## src/rtl/usb_rx_unstuff.sv

```systemverilog
// usb_rx_unstuff: receive-path stage behind the DP/DM line decoder.
// NRZI-decodes the line bit, removes stuffed zeros, assembles bytes LSB-first
// and reports packet status (byte count, stuffing/alignment errors, CRC) at EOP.
// Optional feature macro: RX_CRC16_CHECK_EN builds the CRC16 residual check;
// without it crc_ok simply reads 1 on every pkt_done.
module usb_rx_unstuff #(
    parameter int MAX_BYTES = 15
) (
    input  logic       clock,
    input  logic       reset_n,
    input  logic       in_bit,
    input  logic       rx_active,
    input  logic       rx_eop,
    output logic [7:0] byte_out,
    output logic       byte_valid,
    output logic [3:0] byte_count,
    output logic       pkt_done,
    output logic       stuff_err,
    output logic       align_err,
    output logic       crc_ok
);
    localparam logic [1:0] ST_IDLE = 2'd0;
    localparam logic [1:0] ST_RECV = 2'd1;
    localparam logic [1:0] ST_ERR  = 2'd2;
    localparam logic [3:0] CNT_MAX = 4'(MAX_BYTES);

    logic [1:0]  state_q, state_d;
    logic        prev_level_q, prev_level_d;
    logic [2:0]  ones_cnt_q, ones_cnt_d;
    logic [2:0]  bit_idx_q, bit_idx_d;
    logic [7:0]  shreg_q, shreg_d;
    logic [7:0]  byte_out_q, byte_out_d;
    logic        byte_valid_q, byte_valid_d;
    logic [3:0]  byte_count_q, byte_count_d;
    logic        pkt_done_q, pkt_done_d;
    logic        stuff_err_q, stuff_err_d;
    logic        align_err_q, align_err_d;
    logic        crc_ok_q, crc_ok_d;
`ifdef RX_CRC16_CHECK_EN
    logic [15:0] crc_q, crc_d;
`endif
    logic        dec_bit;
    logic        pkt_clear;
    logic        accept;

    // Next-state logic: packet start clears status, then EOP or the current bit is processed
    always_comb begin
        state_d      = state_q;
        prev_level_d = prev_level_q;
        ones_cnt_d   = ones_cnt_q;
        bit_idx_d    = bit_idx_q;
        shreg_d      = shreg_q;
        byte_out_d   = byte_out_q;
        byte_valid_d = 1'b0;
        byte_count_d = byte_count_q;
        pkt_done_d   = 1'b0;
        stuff_err_d  = stuff_err_q;
        align_err_d  = align_err_q;
        crc_ok_d     = crc_ok_q;
`ifdef RX_CRC16_CHECK_EN
        crc_d        = crc_q;
`endif
        // Same level as the previous bit means a decoded one.
        dec_bit   = (in_bit == prev_level_q);
        // Leaving IDLE (start of payload, or an EOP with no payload) starts a fresh packet.
        pkt_clear = (state_q == ST_IDLE) && (rx_active || rx_eop);
        // EOP has priority over a simultaneous payload bit; ERR swallows bits.
        accept    = rx_active && !rx_eop && (state_q != ST_ERR);

        // Track the idle line so the first payload bit decodes against the real level.
        if (!rx_active) begin
            prev_level_d = in_bit;
        end

        if (pkt_clear) begin
            ones_cnt_d   = 3'd0;
            bit_idx_d    = 3'd0;
            byte_count_d = 4'd0;
            stuff_err_d  = 1'b0;
            align_err_d  = 1'b0;
            crc_ok_d     = 1'b0;
`ifdef RX_CRC16_CHECK_EN
            crc_d        = 16'hFFFF;
`endif
        end

        if (rx_eop) begin
            state_d     = ST_IDLE;
            pkt_done_d  = 1'b1;
            // A partial byte is dropped; only flag it.
            align_err_d = (bit_idx_d != 3'd0);
`ifdef RX_CRC16_CHECK_EN
            crc_ok_d    = (crc_d == 16'h800D) && !stuff_err_d && (bit_idx_d == 3'd0);
`else
            crc_ok_d    = 1'b1;
`endif
        end else if (accept) begin
            state_d      = ST_RECV;
            prev_level_d = in_bit;
            if (ones_cnt_d == 3'd6) begin
                // After six ones the transmitter must insert a zero.
                if (dec_bit) begin
                    state_d     = ST_ERR;
                    stuff_err_d = 1'b1;
                end else begin
                    ones_cnt_d = 3'd0;
                end
            end else begin
                ones_cnt_d = dec_bit ? (ones_cnt_d + 3'd1) : 3'd0;
                shreg_d    = {dec_bit, shreg_q[7:1]};
`ifdef RX_CRC16_CHECK_EN
                crc_d      = {crc_d[14:0], 1'b0} ^ ((dec_bit ^ crc_d[15]) ? 16'h8005 : 16'h0000);
`endif
                if (bit_idx_d == 3'd7) begin
                    byte_out_d   = {dec_bit, shreg_q[7:1]};
                    byte_valid_d = 1'b1;
                    if (byte_count_d != CNT_MAX) begin
                        byte_count_d = byte_count_d + 4'd1;
                    end
                end
                bit_idx_d = bit_idx_d + 3'd1;
            end
        end
    end

    // Control and status registers with asynchronous active-low reset
    always_ff @(posedge clock or negedge reset_n) begin
        if (!reset_n) begin
            state_q      <= ST_IDLE;
            prev_level_q <= 1'b1;
            ones_cnt_q   <= 3'd0;
            bit_idx_q    <= 3'd0;
            byte_out_q   <= 8'h00;
            byte_valid_q <= 1'b0;
            byte_count_q <= 4'd0;
            pkt_done_q   <= 1'b0;
            stuff_err_q  <= 1'b0;
            align_err_q  <= 1'b0;
            crc_ok_q     <= 1'b0;
`ifdef RX_CRC16_CHECK_EN
            crc_q        <= 16'hFFFF;
`endif
        end else begin
            state_q      <= state_d;
            prev_level_q <= prev_level_d;
            ones_cnt_q   <= ones_cnt_d;
            bit_idx_q    <= bit_idx_d;
            byte_out_q   <= byte_out_d;
            byte_valid_q <= byte_valid_d;
            byte_count_q <= byte_count_d;
            pkt_done_q   <= pkt_done_d;
            stuff_err_q  <= stuff_err_d;
            align_err_q  <= align_err_d;
            crc_ok_q     <= crc_ok_d;
`ifdef RX_CRC16_CHECK_EN
            crc_q        <= crc_d;
`endif
        end
    end

    // Byte shift register is pure data; it is never observed before eight bits fill it
    always_ff @(posedge clock) begin
        shreg_q <= shreg_d;
    end

    assign byte_out   = byte_out_q;
    assign byte_valid = byte_valid_q;
    assign byte_count = byte_count_q;
    assign pkt_done   = pkt_done_q;
    assign stuff_err  = stuff_err_q;
    assign align_err  = align_err_q;
    assign crc_ok     = crc_ok_q;

endmodule

```

## config.mk

```make
export PLATFORM = sky130hd
export DESIGN_NAME = usb_rx_unstuff
export DESIGN_NICKNAME = d
export VERILOG_FILES = /design/src/rtl/usb_rx_unstuff.sv
export SDC_FILE = /design/constraint.sdc
export NUM_CORES = 1
export LEC_CHECK = 0
export ABC_CLOCK_PERIOD_IN_PS = 2500
export CORE_MARGIN = 5
export CORE_UTILIZATION = 46
export DETAILED_ROUTE_END_ITERATION = 6
export GPL_TIMING_DRIVEN = 0
export PLACE_DENSITY_LB_ADDON = 0.1
export SYNTH_ARGS = -nofsm -noshare
export SYNTH_HDL_FRONTEND = slang
export SYNTH_SLANG_ARGS = --single-unit
```

## constraint.sdc

```tcl
create_clock -name clock -period 2.5 [get_ports clock]
set_clock_uncertainty 0.05 [all_clocks]
set_input_delay 0.75 -clock clock [delete_from_list [all_inputs] [get_ports clock]]
set_output_delay 0.75 -clock clock [all_outputs]
set_load 0.05 [all_outputs]
```

==> summary.txt, run 1 <==
Layout
  – Ant diodes: 0
  – Final net count: 176
  – Fillers: 253
  – Layout area overhead: 38.6%
  – Share of cells above drive strength 1: 39.8%
  – Finished Core Util: 67.3%
  – Cell Count, Final, Fillers Out: 210

Placed design
  – Placed cell count: 184
  – Number of port buffers: 21
  – DP Wirelength: 1.91 mm
  – Placer Congestion: 0.774

Critical path
  – Max incr delay on CP: 550 ps
  – Critical Path RT: 2670 ps
  – WP data arrival: 2690 ps
  – Crit. End Element: flip-flop
  – CP startpoint kind: primary input
  – Cell family with most CP delay: compound AO/OA/AOI/OAI gates
  – CP bufs+invs: 5
  – Crit Path Max Fanout: 6
  – Type of the worst setup path: primary input to flip-flop
  – Slowest-stage cell, CP: or4_4
  – Crit-path cells: buf_8 -> o21ai_4 -> buf_8 -> buf_6 -> nand2_4 -> inv_4 -> ha_4 -> ha_4 -> inv_2 -> or4_4 -> a31o_1 -> o221a_2

Timing
  – Slew Limit Fails: 0
  – Fmax: 0.398 GHz
  – RSZ-0062 raised after global routing: true
  – Min cycle time layout: 2510 ps
  – # setup viols final: 1
  – Worst-Margin Slew: 592 ps
  – Worst slew margin: 60.5%
  – Final worst slack: -12.1 ps
  – Hold Vio Cnt, Final: 0
  – Post-route clock period utilization: 100%

Yosys
  – Prevailing post-synth register cell: dfrtp_1
  – Number of flops mapped to enable cells by yosys: 7
  – XOR/XNOR Fraction of Synth Area: 1.17%
  – Register area share after synthesis: 57.7%
  – Most frequent cells after synthesis: dfrtp_1, nand2_1, inv_1
  – Largest family of logic cells by synthesized area: compound AO/OA/AOI/OAI gates
  – Compound-cell area share of the yosys netlist: 13.4%
  – Mux share of post-synthesis cell area: 7.70%
  – Largest area contributor in the netlist: dfrtp_1
  – Simple-gate share of the synthesized area: 9.79%
  – Yosys cell types: 42
  – Register bit count reported by yosys: 33
  – Most common cell in the netlist: dfrtp_1
  – YS warnings: 0
  – Post-synthesis async set-or-reset flop share: 78.8%
  – Adder-cell share of the synthesized area: 5.02%
  – Syn Nets: 130
  – Top cells by area, synth: dfrtp_1, edfxtp_1, ha_1
  – Synth top area share: 41.8%
  – Post-Syn Area: 1500 sq um
  – Synth Instances: 119
  – Syn Area/Cell: 12.6 sq um

Pwr
  – PwrDens: 493 nW/um^2
  – Cell leakage power: 0.973 nW
  – Total power: 0.00102 W
  – Peak VDD IR: 366 uV
  – Comb pwr share: 15.2%
  – Internal: 0.000751 W
  – Sequential fraction of design power: 57.0%
  – Clock power frac: 27.8%
  – Switching share of power: 26.5%
  – Net Sw Power: 0.000271 W

Route
  – Drt initial violations: 26
  – DR vias: 1076
  – Drt via density: 5.12
  – Drt wl/cell: 13.9 microns
  – First-pass iteration count of the detailed router: 6
  – Drt total wl: 2.92 mm
  – Final antenna-violating net count: 0
  – DRC Markers: 0

Worst hold path
  – Hold WC Path Type: primary input to asynchronous set/reset pin

Clocking
  – CTS root buf: clkbuf_4
  – Clock buffer count from CTS: 5
  – Clk_lat worst skew: 330 ps
  – Clk sinks: 33
  – H-tree depth: 2
  – Clock Path Buffers: 2
  – Clock-pin slew on the worst setup and hold paths: 110 ps
  – Hold Buf Count CTS: 0
  – CTS tree: yes

Global routing
  – Initial antenna violation count: 0
  – Largest net degree at the start of global routing: 27
  – First-pass GRT wire length: 5.05 mm
  – Total GRT Usage: 15.1%
  – Vias in the first global route: 1096
  – Overflow after GRT: 0

Die
  – Initial Util: 48.6%
  – Ports: 22
  – Die Y: 67.0 microns
  – Site row count: 20
  – CORE AREA: 3080 sq um
  – Die area: 4490 sq um
  – Die Wd: 67.0 microns

Run status
  – Failing checks: setup timing
  – Status: finished with violations

Run
  – Max-cap violations: 0
per-stage QoR:
step	hold WS [ps]	cell area (sq um)	setup slack, ps	TNS (ps)
floorplan	372	1570	-376	-3950
global placement	382	1840	-1030	-22870
detailed placement	393	1840	-1070	-23660
CTS	414	1990	-20.7	-64.8
global route	390	2070	-61.5	-229
finish	360	2070	-12.1	-12.1
worst reg2reg max path, stage by stage, from the launching register on:
cell	delay, ps
dfrtp_2	460
nor2_4	140
o21ai_4	80
buf_8	130
buf_6	110
and2_4	140
ha_4	160
and3_4	180
or4_4	470
a31o_1	230
o221a_2	280
routing by layer:
| metal | part of all wire [%] | wire length [microns] | up-vias | GRT usage, % |
|---|---|---|---|---|
| li1 | - | - | 514 | - |
| met2 | 49 | 1430 | 30 | 24.5 |
| met3 | 5.6 | 163 | 4 | 4.89 |
| met5 | 0 | 0 | - | 0 |
| met1 | 44 | 1300 | 528 | 18.4 |
| met4 | 1.1 | 31 | 0 | 6.08 |
area by class of cell:
| class | count | area [sq um] | area share [%] |
|---|---|---|---|
| clock inverters | 3 | 17.5 | 0.845 |
| flip-flops and latches | 33 | 863 | 41.7 |
| multi-input cells | 72 | 647 | 31.2 |
| inverters | 10 | 40.0 | 1.93 |
| plain buffers | 2 | 30.0 | 1.45 |
| well taps | 44 | 55.1 | 2.66 |
| repair buffers | 41 | 382 | 18.4 |
| clock buffers | 5 | 37.5 | 1.81 |
logic make-up (layout without fill, tap and decap cells):
logic type | count (synthesis) | after routing
DFF | 33 | 33
AOI/OAI and AO/OA | 28 | 28
and+or+nand+nor | 27 | 27
buffers and inverters | 14 | 61
muxes | 9 | 9
adders and majority gates | 6 | 6
xor gates and xnor gates | 2 | 2
state kept, by name, indices dropped and copies added (netlist names):
register / cells
shreg_q: 7
byte_count: 4
pkt_done: 1
state_q: 2
stuff_err: 1
align_err: 1
byte_valid: 1
crc_ok: 1
ones_cnt_q: 3
prev_level_q: 1
bit_idx_q: 3
byte_out: 8
layout by cell type, fill, tap and decap left out, types with 2 or more instances in the layout:
| cell | instances |
|---|---|
| o21ai_0 | 4 |
| buf_4 | 17 |
| nand2_1 | 8 |
| ha_1 | 3 |
| a31oi_1 | 2 |
| a21oi_1 | 7 |
| mux2_4 | 4 |
| edfxtp_1 | 7 |
| clkdlybuf4s50_1 | 18 |
| inv_1 | 6 |
| nor2_1 | 3 |
| ha_4 | 3 |
| buf_6 | 3 |
| dfrtp_1 | 24 |
| buf_8 | 3 |
| clkbuf_4 | 5 |
| inv_2 | 3 |
| nand2_4 | 2 |
| clkinv_2 | 2 |
| mux2_2 | 4 |
final timing paths:
path	from	end	slack [ps]	depth (start not counted)
min	reset_n	byte_out[7]$_DFFE_PN0P_	360	1
max	rx_eop	byte_count[0]$_DFF_PN0_	-10	12
min in group clock	shreg_q[4]$_DFFE_PP_	shreg_q[3]$_DFFE_PP_	410	0
max reg2reg	state_q[0]$_DFFE_PN0P_	byte_count[0]$_DFF_PN0_	0	10
max in group asynchronous	reset_n	state_q[0]$_DFFE_PN0P_	1620	1
min reg2reg	shreg_q[4]$_DFFE_PP_	shreg_q[3]$_DFFE_PP_	410	0
power by group through the flow:
stage                     sequential, W  clock, W  combinational [W]
after detailed placement       0.000591         0           0.000115
after global routing           0.000585  0.000327           0.000169
after floorplan                0.000603         0          0.0000612
after CTS                      0.000582  0.000296           0.000137
final                          0.000583  0.000284           0.000155
after global placement         0.000590         0           0.000112
repair_timing:
action,CTS,global route
gates resized for setup,19,7
setup endpoints to repair,25,12
pin swaps,5,9
buffers inserted,11,9
Note: power is estimated with default switching activity, not from simulation.
==> inputs of run 2 (changes only) <==
--- a/config.mk
+++ b/config.mk
@@ -5,7 +5,6 @@
 export SDC_FILE = /design/constraint.sdc
 export NUM_CORES = 1
 export LEC_CHECK = 0
-export ABC_CLOCK_PERIOD_IN_PS = 2500
 export CORE_MARGIN = 5
 export CORE_UTILIZATION = 46
 export DETAILED_ROUTE_END_ITERATION = 6
==> results of run 2 <==
Same layout as run 1: the final DEF is identical, and so are final timing and power.
==> inputs of run 3 (changes only) <==
--- a/config.mk
+++ b/config.mk
@@ -9,7 +9,8 @@
 export CORE_UTILIZATION = 46
 export DETAILED_ROUTE_END_ITERATION = 6
 export GPL_TIMING_DRIVEN = 0
-export PLACE_DENSITY_LB_ADDON = 0.1
+export PLACE_DENSITY = 0.72
+export SLEW_MARGIN = 20
 export SYNTH_ARGS = -nofsm -noshare
 export SYNTH_HDL_FRONTEND = slang
 export SYNTH_SLANG_ARGS = --single-unit
==> summary.txt, run 3 (same netlist as run 1, synthesis figures left out) <==
Route
  – Drt via density: 5.23 (+2.0%)
  – DRC Markers: 0 (unchanged)
  – Drt wl/cell: 14.7 microns (+5.4%)
  – First-pass iteration count of the detailed router: 4 (-2)
  – DR vias: 1066 (-0.93%)
  – Drt initial violations: 37 (+42%)
  – Final antenna-violating net count: 0 (unchanged)
  – Drt total wl: 2.99 mm (+2.4%)

Layout
  – Design area: 2050 sq um (-1.1%)
  – Ant diodes: 0 (unchanged)
  – Final net count: 170 (-3.4%)
  – Most frequent cells in the layout: dfrtp_1, clkdlybuf4s50_1, buf_4
  – Layout area overhead: 37.0%
  – Most common cell after layout, fill and taps aside: dfrtp_1
  – Max reg flops: 8 (unchanged)
  – Share of cells above drive strength 1: 38.1% (-1.6 points)

Timing
  – Final worst slack: -11.4 ps (+0.692 ps)
  – Final hold slack: 365 ps (+4.16 ps)
  – Slew Limit Fails: 0 (unchanged)
  – Hold Vio Cnt, Final: 0 (unchanged)
  – # setup viols final: 1 (unchanged)
  – Post-route clock period utilization: 100% (about the same)
  – Worst-Margin Slew: 682 ps (+89.9 ps)
  – Min cycle time layout: 2510 ps (-0.692 ps)
  – Worst slew margin: 54.4% (-6.1 points)
  – RSZ-0062 raised after global routing: true
  – Fmax: 0.398 GHz (about the same)

Run status
  – Status: finished with violations
  – Failing checks: setup timing

Die
  – Ports: 22 (unchanged)
  – Site row count: 20 (unchanged)
  – CORE AREA: 3080 sq um (unchanged)
  – Die Wd: 67.0 microns (unchanged)
  – Initial Util: 48.6% (unchanged)
  – Die area: 4490 sq um (unchanged)
  – Die Y: 67.0 microns (unchanged)

Placed design
  – Placed Area: 1830 sq um (-0.27%)
  – DP Wirelength: 2.04 mm (+6.7%)
  – Placer Congestion: 0.773 (about the same)
  – Number of port buffers: 21 (unchanged)

Critical path
  – Type of the worst setup path: primary input to flip-flop
  – Worst R2R Setup Slack: 120 ps (+120 ps)
  – Slowest-stage cell, CP: or4_4
  – Crit. End Element: flip-flop
  – Crit-path cells: buf_8 -> o21ai_4 -> buf_8 -> buf_6 -> nand2_4 -> inv_2 -> ha_4 -> ha_4 -> inv_2 -> or4_4 -> a31o_1 -> o221a_2
  – Critical Path RT: 2670 ps (about the same)
  – Max incr delay on CP: 550 ps (about the same)
  – WP data arrival: 2690 ps (about the same)
  – CP startpoint kind: primary input
  – Crit Path Max Fanout: 5 (-1)

Clocking
  – CTS tree: yes
  – Clock Path Buffers: 2 (unchanged)
  – Clock buffer count from CTS: 5 (unchanged)
  – Clk sinks: 33 (unchanged)
  – H-tree depth: 2 (unchanged)
  – Clock-pin slew on the worst setup and hold paths: 100 ps (about the same)
  – Clk_lat worst skew: 330 ps (about the same)
  – CTS root buf: clkbuf_4
  – Hold Buf Count CTS: 0 (unchanged)

Global routing
  – Vias in the first global route: 1146 (+4.6%)
  – First-pass GRT wire length: 5.18 mm (+2.6%)
  – Largest net degree at the start of global routing: 27 (unchanged)
  – Total GRT Usage: 15.9% (+0.82 points)
  – Overflow after GRT: 0 (unchanged)
  – Initial antenna violation count: 0 (unchanged)

Pwr
  – Total power: 0.00104 W (+1.5%)
  – PwrDens: 506 nW/um^2 (+2.6%)
  – Cell leakage power: 0.988 nW (+1.5%)
  – Peak VDD IR: 305 uV (-17%)

Run
  – Max-cap violations: 0 (unchanged)

Worst hold path
  – Hold WC Path Type: primary input to asynchronous set/reset pin
run 3: final timing paths:
path / cells after the start / startpoint / end
max in group asynchronous: 1 / reset_n / state_q[0]$_DFFE_PN0P_
worst min-delay path: 1 / reset_n / byte_out[6]$_DFFE_PN0P_
worst max register to register: 9 / state_q[1]$_DFFE_PN0P_ / byte_count[0]$_DFF_PN0_
worst max-delay path: 12 / rx_eop / byte_count[0]$_DFF_PN0_
min in group clock: 0 / shreg_q[6]$_DFFE_PP_ / shreg_q[5]$_DFFE_PP_
worst min register to register: 0 / shreg_q[6]$_DFFE_PP_ / shreg_q[5]$_DFFE_PP_
run 3: critical path, delay by kind of cell:
| family | cells | cell delay (ps) |
|---|---|---|
| adder cells (fa/ha/maj) | 2 | 270 |
| AO/OA/AOI/OAI | 3 | 660 |
| AND/OR/NAND/NOR | 2 | 590 |
| buffers and inverters | 5 | 420 |
run 3: layout make-up:
class / count / area [sq um]
clock buffers: 6 / 51.3
clock inverters: 2 / 8.76
flip-flops and latches: 33 / 863
fillers: 238 / 1030
plain buffers: 2 / 35.0
well taps: 44 / 55.1
inverters: 10 / 37.5
repair buffers: 35 / 329
multi-input cells: 72 / 668
run 3: repair_timing:
action,in CTS,in global routing
pin swaps,6,6
buffers inserted,11,3
endpoints found under the setup margin,24,15
gates resized for setup,19,12
endpoints found under the hold margin,0,0
run 3: report_power, final:
| part | internal (W) | leakage, nW | switching [W] |
|---|---|---|---|
| Combinational | 0.0000678 | 0.540 | 0.0000815 |
| Sequential | 0.000570 | 0.413 | 0.0000114 |
| Clock | 0.000132 | 0.0357 | 0.000174 |
| Total | 0.000770 | 0.988 | 0.000267 |
run 3: per-stage QoR:
| step | std cells | worst slack (ps) | utilization, % | setup TNS, ps |
|---|---|---|---|---|
| 2_1_floorplan | 119 | -376 | - | -3950 |
| 5_1_grt | 204 | -43.9 | 66.5 | -156 |
| 3_3_place_gp | 184 | -1030 | 59.7 | -22510 |
| 4_1_cts | 202 | -34.4 | 64.8 | -34.4 |
| 6_report | 204 | -11.4 | 66.5 | -11.4 |
| 3_5_place_dp | 184 | -1060 | 59.5 | -23550 |
run 3: per-layer routing:
metal	wire (microns)	GRT usage, %	up-vias	part of all wire [%]
met5	0	0	-	0
met4	73	8.35	0	2.4
met3	134	5.23	8	4.5
met2	1450	27.0	33	48
met1	1330	17.6	520	45
li1	-	-	505	-
